<file path="config.mk">
export PLATFORM = sky130hd
export DESIGN_NAME = chaos_key_packer
export DESIGN_NICKNAME = d
export VERILOG_FILES = /design/src/rtl/chaos_key_packer.sv
export SDC_FILE = /design/constraint.sdc
export NUM_CORES = 2
export LEC_CHECK = 0
export BUFFER_PORTS_ARGS = -buffer_cell sky130_fd_sc_hd__buf_2
export CORE_AREA = 2 2 644 646
export DETAILED_ROUTE_END_ITERATION = 8
export DIE_AREA = 0 0 646 648
export PLACE_DENSITY = 0.5
export SETUP_SLACK_MARGIN = 0.1
export SYNTH_ARGS = -nofsm -noshare
export SYNTH_HDL_FRONTEND = slang
export SYNTH_SLANG_ARGS = --single-unit
</file>
<file path="constraint.sdc">
create_clock -name clk -period 1.9 [get_ports clk]
set_input_delay 0.19 -clock clk [delete_from_list [all_inputs] [get_ports clk]]
set_output_delay 0.19 -clock clk [all_outputs]
set_load 0.01 [all_outputs]
</file>
<file path="src/rtl/chaos_key_packer.sv">
// Key-assembly stage behind the chaotic x/y/z generator.
// It drops WARMUP warm-up samples after reset and packs accepted samples into NUM_KEYS keys
// of KEY_W bits. Within a key, the first sample sits in the MSBs with x highest.
// When a round is started with whiten set, each key is XORed with the same key from the
// previous round. A regen pulse in DONE starts a new round without repeating warm-up.
module chaos_key_packer #(
  parameter int unsigned DATA_W   = 32,
  parameter int unsigned KEY_W    = 384,
  parameter int unsigned NUM_KEYS = 4,
  parameter int unsigned WARMUP   = 16
) (
  input  logic                      clk,
  input  logic                      rst,
  input  logic [DATA_W-1:0]         x,
  input  logic [DATA_W-1:0]         y,
  input  logic [DATA_W-1:0]         z,
  input  logic                      in_valid,
  output logic                      in_ready,
  input  logic                      whiten,
  input  logic                      regen,
  output logic [NUM_KEYS*KEY_W-1:0] keys,
  output logic                      flag,
  output logic                      busy
);

  localparam int unsigned SampleW = 3 * DATA_W;
  localparam int unsigned SPW     = KEY_W / SampleW;
  localparam int unsigned SampW   = (SPW > 1) ? $clog2(SPW) : 1;
  localparam int unsigned KeyW    = (NUM_KEYS > 1) ? $clog2(NUM_KEYS) : 1;
  localparam int unsigned WarmW   = (WARMUP > 0) ? $clog2(WARMUP + 1) : 1;

  localparam logic [SampW-1:0] SampLast = SampW'(SPW - 1);
  localparam logic [KeyW-1:0]  KeyLast  = KeyW'(NUM_KEYS - 1);
  localparam logic [WarmW-1:0] WarmLast = WarmW'((WARMUP > 0) ? WARMUP - 1 : 0);

  if ((KEY_W % SampleW) != 0 || KEY_W < SampleW) begin : g_bad_key_w
    $error("chaos_key_packer: KEY_W must be a non-zero multiple of 3*DATA_W");
  end
  if (NUM_KEYS < 1) begin : g_bad_num_keys
    $error("chaos_key_packer: NUM_KEYS must be at least 1");
  end

  typedef enum logic [1:0] {StWarm, StFill, StDone} state_e;

  // With no warm-up the block comes out of reset already filling.
  localparam state_e ResetSt = (WARMUP > 0) ? StWarm : StFill;

  state_e                    state_q, state_d;
  logic [WarmW-1:0]          warm_cnt_q, warm_cnt_d;
  logic [SampW-1:0]          samp_cnt_q, samp_cnt_d;
  logic [KeyW-1:0]           key_idx_q, key_idx_d;
  logic                      whiten_q, whiten_d;
  logic                      flag_q, flag_d;
  logic [KEY_W-1:0]          shreg_q, shreg_d;
  logic [NUM_KEYS*KEY_W-1:0] keys_q, keys_d;

  logic             accept;
  logic [KEY_W-1:0] pack_val;

  // Shift-register contents including the sample being accepted this cycle.
  if (SPW > 1) begin : g_shift
    assign pack_val = {shreg_q[KEY_W-SampleW-1:0], x, y, z};
  end else begin : g_no_shift
    assign pack_val = {x, y, z};
  end

  assign accept = in_valid & in_ready;
  assign keys   = keys_q;
  assign flag   = flag_q;

  // Ready and busy depend only on state, never on in_valid.
  always_comb begin
    in_ready = 1'b0;
    busy     = 1'b0;
    unique case (state_q)
      StWarm, StFill: begin
        in_ready = 1'b1;
        busy     = 1'b1;
      end
      default: begin
        in_ready = 1'b0;
        busy     = 1'b0;
      end
    endcase
  end

  // Next-state: warm-up discard, sample packing, key commit and round restart.
  always_comb begin
    state_d    = state_q;
    warm_cnt_d = warm_cnt_q;
    samp_cnt_d = samp_cnt_q;
    key_idx_d  = key_idx_q;
    whiten_d   = whiten_q;
    flag_d     = flag_q;
    shreg_d    = shreg_q;
    keys_d     = keys_q;

    unique case (state_q)
      StWarm: begin
        if (accept) begin
          warm_cnt_d = warm_cnt_q + 1'b1;
          if (warm_cnt_q == WarmLast) begin
            state_d  = StFill;
            whiten_d = whiten;
          end
        end
      end

      StFill: begin
        if (accept) begin
          shreg_d = pack_val;
          if (samp_cnt_q == SampLast) begin
            samp_cnt_d = '0;
            key_idx_d  = key_idx_q + 1'b1;
            for (int unsigned k = 0; k < NUM_KEYS; k++) begin
              if (key_idx_q == KeyW'(k)) begin
                keys_d[k*KEY_W +: KEY_W] = whiten_q ? (pack_val ^ keys_q[k*KEY_W +: KEY_W])
                                                    : pack_val;
              end
            end
            if (key_idx_q == KeyLast) begin
              key_idx_d = '0;
              state_d   = StDone;
              flag_d    = 1'b1;
            end
          end else begin
            samp_cnt_d = samp_cnt_q + 1'b1;
          end
        end
      end

      StDone: begin
        // Regen wins over a simultaneous in_valid; in_ready is low here, so nothing is taken.
        if (regen) begin
          state_d    = StFill;
          flag_d     = 1'b0;
          warm_cnt_d = '0;
          samp_cnt_d = '0;
          key_idx_d  = '0;
          whiten_d   = whiten;
        end
      end

      default: begin
        state_d = ResetSt;
      end
    endcase
  end

  // State registers with synchronous active-low reset.
  always_ff @(posedge clk) begin
    if (!rst) begin
      state_q    <= ResetSt;
      warm_cnt_q <= '0;
      samp_cnt_q <= '0;
      key_idx_q  <= '0;
      whiten_q   <= 1'b0;
      flag_q     <= 1'b0;
      shreg_q    <= '0;
      keys_q     <= '0;
    end else begin
      state_q    <= state_d;
      warm_cnt_q <= warm_cnt_d;
      samp_cnt_q <= samp_cnt_d;
      key_idx_q  <= key_idx_d;
      whiten_q   <= whiten_d;
      flag_q     <= flag_d;
      shreg_q    <= shreg_d;
      keys_q     <= keys_d;
    end
  end

endmodule

</file>
==> flow_summary.rst <==
.. list-table::
   :header-rows: 1

   * - Metric
     - Value
   * - Run status
     - complete, but fails checks
   * - Failing checks
     - negative setup slack
   * - Routed via count divided by cell count
     - 6.17
   * - Buffer cell driving the clock tree root
     - sky130_fd_sc_hd__clkbuf_16
   * - CTS clock-pin slew for the worst setup and hold paths
     - ~0.060 ns
   * - Switching share of power
     - 0.318
   * - Endpoint arrival time on the critical path
     - 2.83 ns
   * - Number of standard cells after synthesis
     - between 10000 and 15000
   * - Async set-or-reset flop fraction in the synthesized netlist
     - 0
   * - Combinational share of power
     - 0.165
   * - Worst vdd ir
     - slightly above 0.0008 V
   * - Worst min-delay path endpoint
     - keys[797]$_SDFFE_PN0P_
   * - Post-detailed-route count of antenna-violating nets
     - 0
   * - CP max stage delay
     - ~0.38 ns
   * - Relative max-transition margin
     - 0.530
   * - Max Fclk
     - 494 MHz
   * - Leak pwr
     - 52.8 nW
   * - Number of cell rows
     - 236
   * - Via count of the routed design
     - ~130k
   * - Area of the mapped netlist
     - 0.110 mm^2
   * - Number of endpoints failing setup at the final stage
     - 662
   * - Cts bufs inserted
     - roughly 240
   * - Worst-case reg-to-reg path depth
     - 9
   * - Boundary pin count
     - 1640
   * - Launching element type of the critical path
     - flop
   * - Min Clock Period, post-route
     - 2.02 ns
   * - Layout Utilization
     - 0.350
   * - Top cells by area in the synthesized netlist
     - sky130_fd_sc_hd__dfxtp_1 (33%), sky130_fd_sc_hd__nand4b_1 (12%), sky130_fd_sc_hd__o311a_1 (8.9%)
   * - Internal Dissipation
     - 0.0751 W
   * - Proportion of netlist area held by the largest area contributor
     - 0.333
   * - Sequential Area
     - 0.0368 mm^2
   * - Cells traversed along the worst timing path
     - buf_6, and4b_4, buf_12, buf_16, buf_16, buf_12, buf_16, nand4_1, o311ai_1
   * - Delay-heaviest family, CP
     - buffers and inverters
   * - Setup slack of the worst register-to-register path
     - -0.12 ns
   * - Overall fraction of global-route tracks in use
     - 0.273
   * - Most common cell in the synthesized netlist
     - sky130_fd_sc_hd__dfxtp_1
   * - Yosys warns
     - 0
   * - Unique masters post-synth
     - 36
   * - Routed length per instance
     - roughly 30 um
   * - Via count of the first global-routing pass
     - approximately 110k
   * - Multi-input logic area
     - 0.0632 mm^2
   * - Number of enable flip-flop cells after synthesis
     - 0
   * - Largest net degree at the start of global routing
     - 104
   * - Number of buffers and inverters on the critical path
     - 6
   * - Global-route wire length before repair
     - around 850000 um
   * - Filler cell count in the final layout
     - 42500
   * - Total placed cells including tap cells
     - 19500
   * - Final worst-path cycle share
     - 1.06
   * - Cell count of the worst hold path
     - 4
   * - Pin slew with the least headroom to its limit
     - 0.705 ns
   * - Avg Cell Area, Syn
     - approximately 8.4 um^2
   * - Starting Density
     - 0.268
   * - Clock tree buffer depth
     - 4
   * - Sequential share of the synthesized area
     - 0.333
   * - Total Power
     - 0.110 W
   * - Minimum setup slack in the final design
     - -0.123 ns
   * - Ratio of cells with drive above 1 in the final layout
     - 0.224
   * - Highest-delay cell along the critical path
     - sky130_fd_sc_hd__and4b_4
   * - Required time at the worst-slack endpoint
     - 2.71 ns
   * - Top flip-flop cell by instance count after synthesis
     - sky130_fd_sc_hd__dfxtp_1
   * - Max Cap Viol
     - 0
   * - Synth top cells by count
     - sky130_fd_sc_hd__dfxtp_1 (1837), sky130_fd_sc_hd__nand4b_1 (1541), sky130_fd_sc_hd__clkbuf_1 (1171)
   * - Count of nets after finishing
     - 14700
   * - GRT Residual Overflow
     - 0
   * - DRC marker count from the first detailed-route iteration
     - 15700
   * - Clk network pwr share
     - 0.425
   * - Clock H-tree levels
     - 4
   * - Count of unresolved DRC violations after routing
     - 0
   * - Total nets after synthesis
     - 13300
   * - Number of standard cells in the layout, taps in and fillers out
     - between 20000 and 25000
   * - CP Class
     - reg2reg
   * - TritonCTS clock tree
     - done
   * - DRT Wirelength
     - 617000 um
   * - Pwr/cell area
     - 764 mW/mm^2
   * - Floorplan die height
     - 648 um
   * - Pins Over Slew Limit
     - 0
   * - Width of the die
     - 646 um
   * - Seq cells post-synth
     - 1837
   * - RSZ-0062 raised after global routing
     - yes
   * - Hold Crit Class
     - in2reg
   * - Cell seen most often among critical-path stages
     - sky130_fd_sc_hd__buf_16
   * - Net switching component of the power
     - ~0.035 W
   * - Number of antenna violations at the first check in global routing
     - 38
   * - Endpoint of the lowest-slack register-to-register path
     - keys[154]$_SDFFE_PN0P_
   * - Critical path capture point type
     - flop
   * - Area leader, netlist
     - sky130_fd_sc_hd__dfxtp_1
   * - Post-synthesis to final-layout area growth
     - 30.5%
   * - Final Hold Vio Count
     - 0
   * - Detailed Place HPWL
     - 439000 um
   * - Core Box Area
     - 0.412 mm^2
   * - Clock tree skew after final layout
     - 0.0953 ns
   * - Total of buffers placed on input and output ports
     - 1639
   * - Source-to-sink clock delay at the later pin of the worst-skew pair
     - 0.95 ns
   * - Placer congestion estimate
     - 0.969
   * - Detailed Routing Iterations Pass 1
     - 7
   * - Sinks on Clock Net
     - 1837
   * - Sum of negative setup slack
     - -25.60 ns
   * - Sequential Power Share
     - 0.410
   * - Total die area
     - 0.419 mm^2
   * - Crit path max fanout
     - 9
   * - HP Start
     - z[29]
   * - Source of the worst register-to-register timing path
     - state_q[1]$_SDFFE_PN0P_
area by class of cell:
| cell class | count | area share |
|---|---|---|
| clock buffer | 357 | 0.0490 |
| antenna | 29 | 0.000504 |
| multi-input combinational | 8589 | 0.439 |
| inverter | 994 | 0.0261 |
| sequential | 1837 | 0.256 |
| timing repair buffer | 2922 | 0.177 |
| clock inverter | 68 | 0.00504 |
| tap | 5474 | 0.0476 |
power by group through the flow:
stage	sequential, W	combinational, W	clock [W]
after floorplan	0.0462	0.00797	0
after global placement	0.0456	0.0173	0
after detailed placement	0.0458	0.0174	0
after CTS	0.0449	0.0178	0.0475
after global routing	0.0454	0.0193	0.0490
final	0.0451	0.0182	0.0468
worst register-to-register path: cells and delay by family, from the launching register on:
kind                   cells  cell delay, ns
buffers and inverters      6            1.00
AND/OR/NAND/NOR            2            0.47
flip-flops                 1            0.33
AO/OA/AOI/OAI              1            0.07
cell families after synthesis:
kind of cell | share of synthesized area
adders and majority gates | 0.000793
AOI/OAI and AO/OA | 0.226
and+or+nand+nor | 0.341
buffers and inverters | 0.0984
muxes | 0.000374
DFF | 0.333
cells in the final DEF, fill, tap and decap left out, types with 29 or more instances in the layout:
cell and count:
sky130_fd_sc_hd__a21oi_1 299, sky130_fd_sc_hd__buf_12 351, sky130_fd_sc_hd__buf_16 92, sky130_fd_sc_hd__buf_2 1622
sky130_fd_sc_hd__buf_4 655, sky130_fd_sc_hd__buf_6 30, sky130_fd_sc_hd__buf_8 30, sky130_fd_sc_hd__clkbuf_1 55
sky130_fd_sc_hd__clkbuf_16 271, sky130_fd_sc_hd__clkbuf_8 63, sky130_fd_sc_hd__clkinv_2 43, sky130_fd_sc_hd__dfxtp_1 1814
sky130_fd_sc_hd__diode_2 29, sky130_fd_sc_hd__dlygate4sd3_1 101, sky130_fd_sc_hd__inv_1 986, sky130_fd_sc_hd__nand2_1 826
sky130_fd_sc_hd__nand3_1 1108, sky130_fd_sc_hd__nand3b_1 987, sky130_fd_sc_hd__nand4_1 988, sky130_fd_sc_hd__nand4b_1 1541
sky130_fd_sc_hd__nor2b_1 275, sky130_fd_sc_hd__o311a_1 984, sky130_fd_sc_hd__o311ai_0 830, sky130_fd_sc_hd__o311ai_1 640
sky130_fd_sc_hd__o311ai_2 56
routing by layer:
metal	up-vias	GRT usage	routed length, um
li1	55600	-	-
met1	61900	0.346	247000
met2	6354	0.409	264000
met3	1197	0.0712	59100
met4	2	0.177	47100
met5	-	0	9
stage by stage:
step	hold WS, ns	setup slack, ns	cell area [um^2]
floorplan	0.332	0.202	110000
global placement	0.445	-0.0262	130000
finish	0.129	-0.123	144000
global route	0.129	-0.176	144000
CTS	0.0262	-0.198	142000
detailed placement	0.454	-0.0652	130000
worst max-delay path by stage:
stage	start	cells after the start	endpoint
finish	state_q[1]$_SDFFE_PN0P_	9	keys[154]$_SDFFE_PN0P_
global placement	key_idx_q[0]$_SDFFE_PN0P_	7	keys[349]$_SDFFE_PN0P_
CTS	state_q[1]$_SDFFE_PN0P_	3	busy
detailed placement	key_idx_q[0]$_SDFFE_PN0P_	7	keys[656]$_SDFFE_PN0P_
floorplan	key_idx_q[1]$_SDFFE_PN0P_	8	keys[480]$_SDFFE_PN0P_
global route	state_q[1]$_SDFFE_PN0P_	8	keys[555]$_SDFFE_PN0P_
registers in the layout, indices dropped and copies added (netlist names):
| register | count |
|---|---|
| samp_cnt_q | 2 |
| key_idx_q | 2 |
| whiten_q | 1 |
| warm_cnt_q | 5 |
| keys | 1536 |
| shreg_q | 288 |
| flag | 1 |
| state_q | 2 |
repair_timing:
item,CTS,global route
endpoints found under the hold margin,577,0
cloned,70,34
resized for setup,246,180
buffers inserted,64,35
pin swaps,143,161
hold buffers,101,0
setup endpoints to repair,2225,2213
Power figures use the tool's default switching activity.
